### src/rtl/multicycle_controller_pkg.sv
// -----------------------------------------------------------------------------
// multicycle_controller_pkg
//   Shared definitions for the RV32I multi-cycle sequencing controller:
//   - opcode constants for the eight supported instruction classes
//   - the controller state enumeration (also exported on the debug bus)
//   - ALUOp encodings and error codes
//   - is_legal_op(): true for the opcodes the controller can sequence
// -----------------------------------------------------------------------------
package multicycle_controller_pkg;

  localparam logic [6:0] R_TYPE = 7'b0110011;
  localparam logic [6:0] I_TYPE = 7'b0010011;
  localparam logic [6:0] U_TYPE = 7'b0110111;  // LUI
  localparam logic [6:0] LW     = 7'b0000011;
  localparam logic [6:0] SW     = 7'b0100011;
  localparam logic [6:0] BR     = 7'b1100011;
  localparam logic [6:0] JR     = 7'b1100111;  // JALR
  localparam logic [6:0] JAL    = 7'b1101111;

  typedef enum logic [2:0] {
    FETCH  = 3'd0,
    DECODE = 3'd1,
    EXEC   = 3'd2,
    MEM    = 3'd3,
    WB     = 3'd4,
    ERROR  = 3'd5
  } ctrl_state_e;

  localparam logic [1:0] ALUOP_ADD = 2'b00;  // LW/SW address, jump target
  localparam logic [1:0] ALUOP_BR  = 2'b01;  // branch compare
  localparam logic [1:0] ALUOP_RI  = 2'b10;  // R-type / I-type arithmetic
  localparam logic [1:0] ALUOP_LUI = 2'b11;  // pass immediate

  typedef enum logic [1:0] {
    ERR_NONE    = 2'b00,
    ERR_ILLEGAL = 2'b01,
    ERR_TIMEOUT = 2'b10
  } err_code_e;

  function automatic logic is_legal_op(input logic [6:0] op);
    case (op)
      R_TYPE, I_TYPE, U_TYPE, LW, SW, BR, JR, JAL: return 1'b1;
      default:                                     return 1'b0;
    endcase
  endfunction

endpackage

### src/rtl/multicycle_controller_if.sv
// -----------------------------------------------------------------------------
// multicycle_controller_if
//   Bundles the controller's datapath/memory-facing signals.
//   Handshake: MemReq is held high by the controller for the whole access;
//   the access completes in the cycle where MemReq && MemReady are both high
//   (same-cycle completion). MemReady in a cycle without MemReq is ignored.
//   modport master : the controller (drives control, consumes Opcode etc.)
//   modport slave  : datapath + memory side
//   Signals:
//     Opcode[6:0], MemReady, BrTaken                 -> controller
//     MemReq, IorD, MemRead, MemWrite, IRWrite,
//     PCWrite, ALUSrc, ALUOp[1:0], Branch, JSel,
//     JalrSel, MemtoReg, RWSel, RegWrite, Retire     <- controller
//     InstRet[CNT_W-1:0], Err, ErrCode[1:0]          <- controller status
//     DbgState[2:0]                                  <- current FSM state
// -----------------------------------------------------------------------------
interface multicycle_controller_if #(
  parameter int CNT_W = 32
) ();

  logic [6:0]       Opcode;
  logic             MemReady;
  logic             BrTaken;

  logic             MemReq;
  logic             IorD;
  logic             MemRead;
  logic             MemWrite;
  logic             IRWrite;
  logic             PCWrite;
  logic             ALUSrc;
  logic [1:0]       ALUOp;
  logic             Branch;
  logic             JSel;
  logic             JalrSel;
  logic             MemtoReg;
  logic             RWSel;
  logic             RegWrite;
  logic             Retire;
  logic [CNT_W-1:0] InstRet;
  logic             Err;
  logic [1:0]       ErrCode;
  logic [2:0]       DbgState;

  modport master (
    input  Opcode, MemReady, BrTaken,
    output MemReq, IorD, MemRead, MemWrite, IRWrite, PCWrite, ALUSrc, ALUOp,
           Branch, JSel, JalrSel, MemtoReg, RWSel, RegWrite, Retire,
           InstRet, Err, ErrCode, DbgState
  );

  modport slave (
    output Opcode, MemReady, BrTaken,
    input  MemReq, IorD, MemRead, MemWrite, IRWrite, PCWrite, ALUSrc, ALUOp,
           Branch, JSel, JalrSel, MemtoReg, RWSel, RegWrite, Retire,
           InstRet, Err, ErrCode, DbgState
  );

endinterface

### src/rtl/multicycle_controller_mem_wait_timer.sv
// -----------------------------------------------------------------------------
// mem_wait_timer
//   Counts consecutive cycles in which a memory request is stalled.
//   Ports:
//     clk, reset  : clock, asynchronous active-high reset
//     i_wait      : request outstanding and not acknowledged this cycle
//     i_clear     : FSM is changing state this cycle
//     o_expire    : this is the MEM_TIMEOUT-th consecutive stalled cycle
// -----------------------------------------------------------------------------
module mem_wait_timer #(
  parameter int MEM_TIMEOUT = 16
) (
  input  logic clk,
  input  logic reset,
  input  logic i_wait,
  input  logic i_clear,
  output logic o_expire
);

  localparam int CW = $clog2(MEM_TIMEOUT + 1);
  localparam logic [CW-1:0] LAST = CW'(MEM_TIMEOUT - 1);

  logic [CW-1:0] r_count;

  // r_count holds the number of stalled cycles already seen, so the current
  // stalled cycle is number r_count+1.
  assign o_expire = i_wait && (r_count == LAST);

  always_ff @(posedge clk or posedge reset) begin
    if (reset) begin
      r_count <= '0;
    end else if (i_clear || !i_wait) begin
      r_count <= '0;
    end else begin
      r_count <= r_count + 1'b1;
    end
  end

endmodule

### src/rtl/multicycle_controller.sv
// -----------------------------------------------------------------------------
// multicycle_controller
//   Sequences each RV32I instruction through FETCH/DECODE/EXEC/MEM/WB over a
//   single shared memory port and emits per-state datapath control.
//   Ports:
//     clk    : clock, all state on rising edge
//     reset  : asynchronous, active-high; FSM to FETCH, all outputs forced 0
//     bus    : multicycle_controller_if.master (control, handshake, status)
//   Parameters:
//     MEM_TIMEOUT : stalled-request cycles tolerated before ERROR (>=1)
//     CNT_W       : retired-instruction counter width
// -----------------------------------------------------------------------------
module multicycle_controller
  import multicycle_controller_pkg::*;
#(
  parameter int MEM_TIMEOUT = 16,
  parameter int CNT_W       = 32
) (
  input  logic                    clk,
  input  logic                    reset,
  multicycle_controller_if.master bus
);

  ctrl_state_e      r_state;
  ctrl_state_e      w_next_state;
  logic [1:0]       r_err_code;
  logic [CNT_W-1:0] r_instret;

  logic w_is_r, w_is_i, w_is_u, w_is_lw, w_is_sw, w_is_br, w_is_jr, w_is_jal;
  logic w_is_jump;
  logic w_wait, w_clear, w_expire;

  logic       w_mem_req, w_iord, w_mem_read, w_mem_write, w_ir_write;
  logic       w_pc_write, w_alu_src, w_branch, w_jsel, w_jalr_sel;
  logic       w_mem_to_reg, w_rw_sel, w_reg_write, w_retire;
  logic [1:0] w_alu_op;

  assign w_is_r    = (bus.Opcode == R_TYPE);
  assign w_is_i    = (bus.Opcode == I_TYPE);
  assign w_is_u    = (bus.Opcode == U_TYPE);
  assign w_is_lw   = (bus.Opcode == LW);
  assign w_is_sw   = (bus.Opcode == SW);
  assign w_is_br   = (bus.Opcode == BR);
  assign w_is_jr   = (bus.Opcode == JR);
  assign w_is_jal  = (bus.Opcode == JAL);
  assign w_is_jump = w_is_jal || w_is_jr;

  // Timer only advances while a request is stalled; any state change
  // (including the move to ERROR) restarts it.
  assign w_wait  = w_mem_req && !bus.MemReady;
  assign w_clear = (w_next_state != r_state);

  mem_wait_timer #(
    .MEM_TIMEOUT (MEM_TIMEOUT)
  ) u_mem_wait_timer (
    .clk      (clk),
    .reset    (reset),
    .i_wait   (w_wait),
    .i_clear  (w_clear),
    .o_expire (w_expire)
  );

  // ---------------------------------------------------------------------------
  // State register
  // ---------------------------------------------------------------------------
  always_ff @(posedge clk or posedge reset) begin
    if (reset) begin
      r_state <= FETCH;
    end else begin
      r_state <= w_next_state;
    end
  end

  // ---------------------------------------------------------------------------
  // Next-state logic
  // ---------------------------------------------------------------------------
  always_comb begin
    w_next_state = r_state;
    case (r_state)
      FETCH: begin
        if (bus.MemReady)  w_next_state = DECODE;
        else if (w_expire) w_next_state = ERROR;
      end
      DECODE: begin
        w_next_state = is_legal_op(bus.Opcode) ? EXEC : ERROR;
      end
      EXEC: begin
        if (w_is_br)                  w_next_state = FETCH;
        else if (w_is_lw || w_is_sw)  w_next_state = MEM;
        else                          w_next_state = WB;
      end
      MEM: begin
        // Only LW/SW reach MEM; anything that is not a load retires here.
        if (bus.MemReady)  w_next_state = w_is_lw ? WB : FETCH;
        else if (w_expire) w_next_state = ERROR;
      end
      WB:      w_next_state = FETCH;
      ERROR:   w_next_state = ERROR;
      default: w_next_state = FETCH;
    endcase
  end

  // ---------------------------------------------------------------------------
  // Output decode. Gated by reset so an in-flight request drops as soon as
  // reset asserts rather than at the next clock edge.
  // ---------------------------------------------------------------------------
  always_comb begin
    w_mem_req    = 1'b0;
    w_iord       = 1'b0;
    w_mem_read   = 1'b0;
    w_mem_write  = 1'b0;
    w_ir_write   = 1'b0;
    w_pc_write   = 1'b0;
    w_alu_src    = 1'b0;
    w_alu_op     = ALUOP_ADD;
    w_branch     = 1'b0;
    w_jsel       = 1'b0;
    w_jalr_sel   = 1'b0;
    w_mem_to_reg = 1'b0;
    w_rw_sel     = 1'b0;
    w_reg_write  = 1'b0;
    if (!reset) begin
      case (r_state)
        FETCH: begin
          w_mem_req  = 1'b1;
          w_mem_read = 1'b1;
          w_ir_write = bus.MemReady;
        end
        EXEC: begin
          w_alu_src = w_is_lw || w_is_sw || w_is_i || w_is_u;
          if (w_is_br)                w_alu_op = ALUOP_BR;
          else if (w_is_r || w_is_i)  w_alu_op = ALUOP_RI;
          else if (w_is_u)            w_alu_op = ALUOP_LUI;
          w_jsel     = w_is_jump;
          w_jalr_sel = w_is_jr;
          // Branch retires here; BrTaken steers the PC mux in the datapath.
          w_branch   = w_is_br;
          w_pc_write = w_is_br;
        end
        MEM: begin
          w_mem_req   = 1'b1;
          w_iord      = 1'b1;
          w_mem_read  = w_is_lw;
          w_mem_write = w_is_sw;
          w_pc_write  = !w_is_lw && bus.MemReady;
        end
        WB: begin
          w_reg_write  = 1'b1;
          w_mem_to_reg = w_is_lw;
          w_rw_sel     = w_is_jump;
          w_jsel       = w_is_jump;
          w_jalr_sel   = w_is_jr;
          w_pc_write   = 1'b1;
        end
        default: ;
      endcase
    end
  end

  assign w_retire = w_pc_write;

  // ---------------------------------------------------------------------------
  // Status: error code captured on entry to ERROR, retired counter
  // ---------------------------------------------------------------------------
  always_ff @(posedge clk or posedge reset) begin
    if (reset) begin
      r_err_code <= ERR_NONE;
    end else if (r_state != ERROR && w_next_state == ERROR) begin
      r_err_code <= (r_state == DECODE) ? ERR_ILLEGAL : ERR_TIMEOUT;
    end
  end

  always_ff @(posedge clk or posedge reset) begin
    if (reset) begin
      r_instret <= '0;
    end else if (w_retire) begin
      r_instret <= r_instret + 1'b1;
    end
  end

  assign bus.MemReq   = w_mem_req;
  assign bus.IorD     = w_iord;
  assign bus.MemRead  = w_mem_read;
  assign bus.MemWrite = w_mem_write;
  assign bus.IRWrite  = w_ir_write;
  assign bus.PCWrite  = w_pc_write;
  assign bus.ALUSrc   = w_alu_src;
  assign bus.ALUOp    = w_alu_op;
  assign bus.Branch   = w_branch;
  assign bus.JSel     = w_jsel;
  assign bus.JalrSel  = w_jalr_sel;
  assign bus.MemtoReg = w_mem_to_reg;
  assign bus.RWSel    = w_rw_sel;
  assign bus.RegWrite = w_reg_write;
  assign bus.Retire   = w_retire;
  assign bus.InstRet  = r_instret;
  assign bus.Err      = (r_state == ERROR);
  assign bus.ErrCode  = r_err_code;
  assign bus.DbgState = r_state;

endmodule

### src/flat_wrapper.sv
// flat-port wrapper written by rule: the top's interface ports become plain ports
module multicycle_controller_flat import multicycle_controller_pkg::*;
#(
  parameter int MEM_TIMEOUT = 16,
  parameter int CNT_W       = 32
)
  (clk, reset, bus_Opcode, bus_MemReady, bus_BrTaken, bus_MemReq, bus_IorD, bus_MemRead, bus_MemWrite, bus_IRWrite, bus_PCWrite, bus_ALUSrc, bus_ALUOp, bus_Branch, bus_JSel, bus_JalrSel, bus_MemtoReg, bus_RWSel, bus_RegWrite, bus_Retire, bus_InstRet, bus_Err, bus_ErrCode, bus_DbgState);
  multicycle_controller_if #(.CNT_W(CNT_W)) bus_i ();
  input  logic clk;
  input  logic reset;
  input wire logic [$bits(bus_i.Opcode)-1:0] bus_Opcode;
  input wire logic [$bits(bus_i.MemReady)-1:0] bus_MemReady;
  input wire logic [$bits(bus_i.BrTaken)-1:0] bus_BrTaken;
  output wire logic [$bits(bus_i.MemReq)-1:0] bus_MemReq;
  output wire logic [$bits(bus_i.IorD)-1:0] bus_IorD;
  output wire logic [$bits(bus_i.MemRead)-1:0] bus_MemRead;
  output wire logic [$bits(bus_i.MemWrite)-1:0] bus_MemWrite;
  output wire logic [$bits(bus_i.IRWrite)-1:0] bus_IRWrite;
  output wire logic [$bits(bus_i.PCWrite)-1:0] bus_PCWrite;
  output wire logic [$bits(bus_i.ALUSrc)-1:0] bus_ALUSrc;
  output wire logic [$bits(bus_i.ALUOp)-1:0] bus_ALUOp;
  output wire logic [$bits(bus_i.Branch)-1:0] bus_Branch;
  output wire logic [$bits(bus_i.JSel)-1:0] bus_JSel;
  output wire logic [$bits(bus_i.JalrSel)-1:0] bus_JalrSel;
  output wire logic [$bits(bus_i.MemtoReg)-1:0] bus_MemtoReg;
  output wire logic [$bits(bus_i.RWSel)-1:0] bus_RWSel;
  output wire logic [$bits(bus_i.RegWrite)-1:0] bus_RegWrite;
  output wire logic [$bits(bus_i.Retire)-1:0] bus_Retire;
  output wire logic [$bits(bus_i.InstRet)-1:0] bus_InstRet;
  output wire logic [$bits(bus_i.Err)-1:0] bus_Err;
  output wire logic [$bits(bus_i.ErrCode)-1:0] bus_ErrCode;
  output wire logic [$bits(bus_i.DbgState)-1:0] bus_DbgState;
  assign bus_i.Opcode = bus_Opcode;
  assign bus_i.MemReady = bus_MemReady;
  assign bus_i.BrTaken = bus_BrTaken;
  assign bus_MemReq = bus_i.MemReq;
  assign bus_IorD = bus_i.IorD;
  assign bus_MemRead = bus_i.MemRead;
  assign bus_MemWrite = bus_i.MemWrite;
  assign bus_IRWrite = bus_i.IRWrite;
  assign bus_PCWrite = bus_i.PCWrite;
  assign bus_ALUSrc = bus_i.ALUSrc;
  assign bus_ALUOp = bus_i.ALUOp;
  assign bus_Branch = bus_i.Branch;
  assign bus_JSel = bus_i.JSel;
  assign bus_JalrSel = bus_i.JalrSel;
  assign bus_MemtoReg = bus_i.MemtoReg;
  assign bus_RWSel = bus_i.RWSel;
  assign bus_RegWrite = bus_i.RegWrite;
  assign bus_Retire = bus_i.Retire;
  assign bus_InstRet = bus_i.InstRet;
  assign bus_Err = bus_i.Err;
  assign bus_ErrCode = bus_i.ErrCode;
  assign bus_DbgState = bus_i.DbgState;
  multicycle_controller #(.MEM_TIMEOUT(MEM_TIMEOUT), .CNT_W(CNT_W)) u_core (.clk(clk), .reset(reset), .bus(bus_i));
endmodule
### config.mk
export PLATFORM = sky130hd
export DESIGN_NAME = multicycle_controller_flat
export DESIGN_NICKNAME = d
export VERILOG_FILES = /design/src/rtl/multicycle_controller_pkg.sv /design/src/rtl/multicycle_controller_if.sv /design/src/rtl/multicycle_controller_mem_wait_timer.sv /design/src/rtl/multicycle_controller.sv /design/src/flat_wrapper.sv
export SDC_FILE = /design/constraint.sdc
export NUM_CORES = 1
export LEC_CHECK = 0
export CAP_MARGIN = 25
export CELL_PAD_IN_SITES_DETAIL_PLACEMENT = 1
export CELL_PAD_IN_SITES_GLOBAL_PLACEMENT = 2
export CORE_MARGIN = 2
export CORE_UTILIZATION = 30
export CTS_BUF_LIST = sky130_fd_sc_hd__clkbuf_8
export CTS_CLUSTER_DIAMETER = 100
export DETAILED_ROUTE_END_ITERATION = 7
export GPL_ROUTABILITY_DRIVEN = 0
export PLACE_DENSITY_LB_ADDON = 0.1
export SLEW_MARGIN = 20
export SYNTH_ARGS = -nofsm -noshare
export SYNTH_HDL_FRONTEND = slang
export SYNTH_SLANG_ARGS = --single-unit
### constraint.sdc
create_clock -name clk -period 4 [get_ports clk]
set_input_delay 0.8 -clock clk [delete_from_list [all_inputs] [get_ports clk]]
set_output_delay 0.8 -clock clk [all_outputs]
set_load 0.05 [all_outputs]
After elaboration in Yosys (flattened, before gate mapping). Cells that the tools add are included.

Add/sub/neg operators: 2. Reduce and logical (&&, ||, !) cells: 17. Equality and inequality tests: 17. Multiplexer cells: 43.

Operators with widths (count): $add A32 B1 Y32 const B (1); $mux W1 (26); $eq A7 B6 Y1 const B (3); $eq A7 B7 Y1 const B (3); $mux W3 (7); $pmux W3 S5 (1); $mux W2 (6); $eq A3 B3 Y1 const B (3); $reduce_or A8 Y1 (1); $eq A7 B2 Y1 const B (1); $eq A7 B5 Y1 const B (1); $eq A3 B2 Y1 const B (2); $logic_or A1 B1 Y1 (6); $add A5 B1 Y5 const B (1); $eq A5 B4 Y1 const B (1); $mux W5 (1); $logic_and A1 B1 Y1 (4); $reduce_or A2 Y1 (2); $eq A3 B1 Y1 const B (1); $logic_not A1 Y1 (3); $logic_not A3 Y1 (1); $ne A3 B3 Y1 (1); $ne A3 B3 Y1 const B (1); $pmux W1 S3 (1); $pmux W1 S2 (1).

Bits in registers: 42. Word-level logic and storage cells: 83. Output and inout bits: 54. Input bits: 11.

Longest topological paths before layout.
Depth after elaboration: 12. Depth in mapped cells: 9. Depth with buffers taken out: 8.

By module. A second synthesis with hierarchy kept.

Cells, all modules: 242. Area, all modules: 2409.8 µm².

Modules (own cells, without submodules): multicycle_controller (times used 1, area an instance 2172.1 µm², cells each 220); mem_wait_timer (times used 1, area an instance 237.7 µm², cells each 22).

Least setup slack after synthesis. Ideal clock, no wire load.

Path type: input to output. Start point: in bus_Opcode[4]. End point: out bus_JalrSel. Required time: 3.200 ns. Cell stages on the path: 4. Arrival time: 3.574 ns. Setup slack: -0.374 ns. Path through: and4b_1 > nand3_1 > nor4_1 > nor2b_1.

Longest elaborated chain between the ends: 3.

RTL lines: from (decl) (RTL line flat_wrapper.sv:11) `input wire logic [$bits(bus_i.Opcode)-1:0] bus_Opcode;`; $eq A7 B7 Y1 (RTL line multicycle_controller.sv:44) `assign w_is_jr = (bus.Opcode == JR);`; $mux W1 (RTL line multicycle_controller.sv:123) `case (r_state)`; $mux W1 (RTL line multicycle_controller.sv:122) `if (!reset) begin`; to (decl) (RTL line flat_wrapper.sv:24) `output wire logic [$bits(bus_i.JalrSel)-1:0] bus_JalrSel;`.

Every way passes these cells.

Worst setup path in the final report.
Start point: in reset. End point: out bus_ALUOp[0].

Longest elaborated chain between the ends: 1.

RTL lines: from (decl) (RTL line flat_wrapper.sv:10) `input logic reset;`; $mux W2 (RTL line multicycle_controller.sv:122); to (decl) (RTL line flat_wrapper.sv:21) `output wire logic [$bits(bus_i.ALUOp)-1:0] bus_ALUOp;`.

Every way passes these cells.

==> impl_metrics.json <==
{
  "outcome": "complete, no violations",
  "finClkSkew_ns": 0.01175,
  "p_per_area_nw_per_um2": 232.5,
  "power_uw": 747.2,
  "crit_top_cell": "clkdlybuf4s50_1",
  "leakage_uw": 0.001257,
  "fin_crit_sh": 0.9038,
  "cp_data_required_time_ns": 3.20,
  "critPathTopFamily": "buffers and inverters",
  "hold_path_depth": 1,
  "min_to": "u_core.u_mem_wait_timer.r_count[0]",
  "setup_viol_count_final": 0,
  "synth_top_cell_by_area": "dfrtp_1",
  "max_cap_viol_count": 0,
  "drv_slew": 0,
  "fin_crit_ns": 3.615,
  "finalSetupTns_ns": 0,
  "cts_tree": "done",
  "start_kind": "input port",
  "via_count": 2041,
  "cts_root_buffer": "clkbuf_8",
  "drt_iter0_drc": 24,
  "num_rows": 32,
  "ff2ff_path_depth": 5,
  "dp_hpwl_mm": 4.633,
  "synth_warnings": 0,
  "die_w_um": 93.81,
  "ant_nets": 0,
  "reg2reg_to": "u_core.bus.InstRet[1]",
  "num_antenna_cells": 0,
  "grt_max_degree": 43,
  "layout-drive-gt1-share": 0.1071,
  "synthToLayoutAreaGrowth_pct": 32.83,
  "avgViaCountPerCell": 4.978,
  "routed_wl_mm": 6.360,
  "coreArea_sq_um": 7767,
  "finalNetCount": 321,
  "yosys_most_used_dff": "dfrtp_1",
  "synth.area.top_cells": "dfrtp_1 43%, xnor2_1 12%, nand4_1 4.7%",
  "die-area_sq_um": 8800,
  "grt_use_total": 0.1542,
  "ir_drop_uv": 140.2,
  "async_flop_share": 1.000,
  "clk_latency_ns": 0.29,
  "layout.cells.non_filler": 410,
  "busiest_layer": "met2",
  "grt_util_met3": 0.02970,
  "clk_path_buf_depth": 2,
  "numCtsBuffers": 5,
  "hold_slack_ns": 0.4698,
  "final_util": 0.4138,
  "grt_pass1_vias": 2143,
  "critPathMaxStageDelay_ns": 0.82,
  "routedWlPerCell_um": 15.51,
  "remaining_drc_errors": 0,
  "cp.arrival_ns": 2.82,
  "numClockSinks": 42,
  "syn_area_sq_um": 2420,
  "synth_seq_cells": 42,
  "cts_resized": 0,
  "worstSetupPathType": "in2out",
  "relSlewSlack": 0.4170,
  "first_pass_iters": 4,
  "synth_cells": 248,
  "start_util": 0.3115,
  "max_freq_mhz": 276.6,
  "r2r_setup_slack_ns": 1.63,
  "yosysSeqAreaShare": 0.4343,
  "crit_chain": "clkdlybuf4s50_1 > nor2_1 > nand4_1 > a21oi_1 > clkdlybuf4s50_1",
  "grt_overflow": 0,
  "syn-num-nets": 262,
  "grt_setup_unrepaired": "false",
  "crit_buf_inv": 2,
  "min_from": "u_core.u_mem_wait_timer.r_count[0]",
  "yosysMostFrequentCell": "dfrtp_1",
  "critPathMaxFanout": 6,
  "io_pins": 65,
  "hold_viol_final": 0,
  "yosysUniqueCellTypes": 48,
  "io_buffers": 63,
  "use_met2": 0.2589,
  "fp.dieH_um": 93.81,
  "synth_top_cells_by_count": "42 x dfrtp_1, 33 x xnor2_1, 20 x nand3_1, 19 x nor2_1, 18 x nand4_1",
  "antenna_found_initial": 0,
  "min_path_type": "reg2reg",
  "synth-edff-count": 0,
  "htree_levels": 2,
  "hold_buffers": 0,
  "worstReg2RegStart": "u_core.bus.DbgState[2]",
  "dp.cells": 402,
  "avgSynthCellArea_sq_um": 9.757,
  "grt_first_pass_wirelength_mm": 10.87,
  "worst_slew_pin_slew_ns": 0.8713,
  "slowest_stage": "clkdlybuf4s50_1",
  "fill_cells": 903,
  "clkTransAtPathRegs_ns": 0.09,
  "grtUsageMet1": 0.2051,
  "postCtsSetupBuffers": 0,
  "end_kind": "output port",
  "synth_top_area_frac": 0.4343
}
-- cells in the final DEF, fill, tap and decap left out, types with 9 or more instances in the layout --
cell type and n:
clkdlybuf4s50_1 54, dfrtp_1 42, xnor2_1 33, nand3_1 20, nor2_1 19, nand4_1 18, nand2_1 15, inv_1 9
-- worst max-delay path by stage --
| stage | cells after the start | endpoint | from |
|---|---|---|---|
| after floorplan | 3 | bus_MemtoReg | reset |
| after global placement | 5 | bus_ALUOp[0] | reset |
| after detailed placement | 5 | bus_ALUOp[0] | reset |
| after CTS | 5 | bus_ALUOp[0] | reset |
| after global routing | 5 | bus_ALUOp[0] | reset |
| final | 5 | bus_ALUOp[0] | reset |
-- metal layers --
| metal | vias up | routed length, um |
|---|---|---|
| met5 | - | 0 |
| li1 | 979 | - |
| met1 | 1012 | 2865 |
| met4 | 0 | 57 |
| met2 | 46 | 3156 |
| met3 | 4 | 280 |
-- sequential cells by signal, summed over array words and instances (netlist names) --
register,flops
u_core.bus.InstRet,32
u_core.u_mem_wait_timer.r_count,5
u_core.bus.DbgState,3
u_core.bus.ErrCode,2
-- power breakdown --
part | switching [uW] | internal (uW) | total, uW
Clock | 148 | 139 | 287
Sequential | 0 | 424 | 424
Combinational | 22.8 | 13.6 | 36.5
-- stage by stage --
stage,setup slack (ns),area (sq um)
3_5_place_dp,0.3670,3119
2_1_floorplan,0.04110,2426
4_1_cts,0.3631,3214
3_3_place_gp,0.3859,3119
5_1_grt,0.2494,3214
6_report,0.3849,3214
-- logic make-up (layout without fill, tap and decap cells) --
logic type                 after synthesis  count (layout)  synth area share
xor gates and xnor gates                35              35            0.1267
muxes                                    1               1          0.004653
buffers and inverters                   24              84           0.06153
and+or+nand+nor                        119             119            0.2787
AOI/OAI and AO/OA                       24              24           0.07860
adders and majority gates                3               3           0.01551
DFF                                     42              42            0.4343
-- cell type report --
cell class / instances / area [sq um] / area share
clock inverters: 2 / 12.51 / 0.003893
inverters: 11 / 41.29 / 0.01285
repair buffers: 65 / 673.1 / 0.2094
multi-input cells: 182 / 1226 / 0.3815
well taps: 102 / 127.6 / 0.03970
clock buffers: 6 / 82.58 / 0.02569
flip-flops and latches: 42 / 1051 / 0.3270
(Power assumes the default switching activity.)
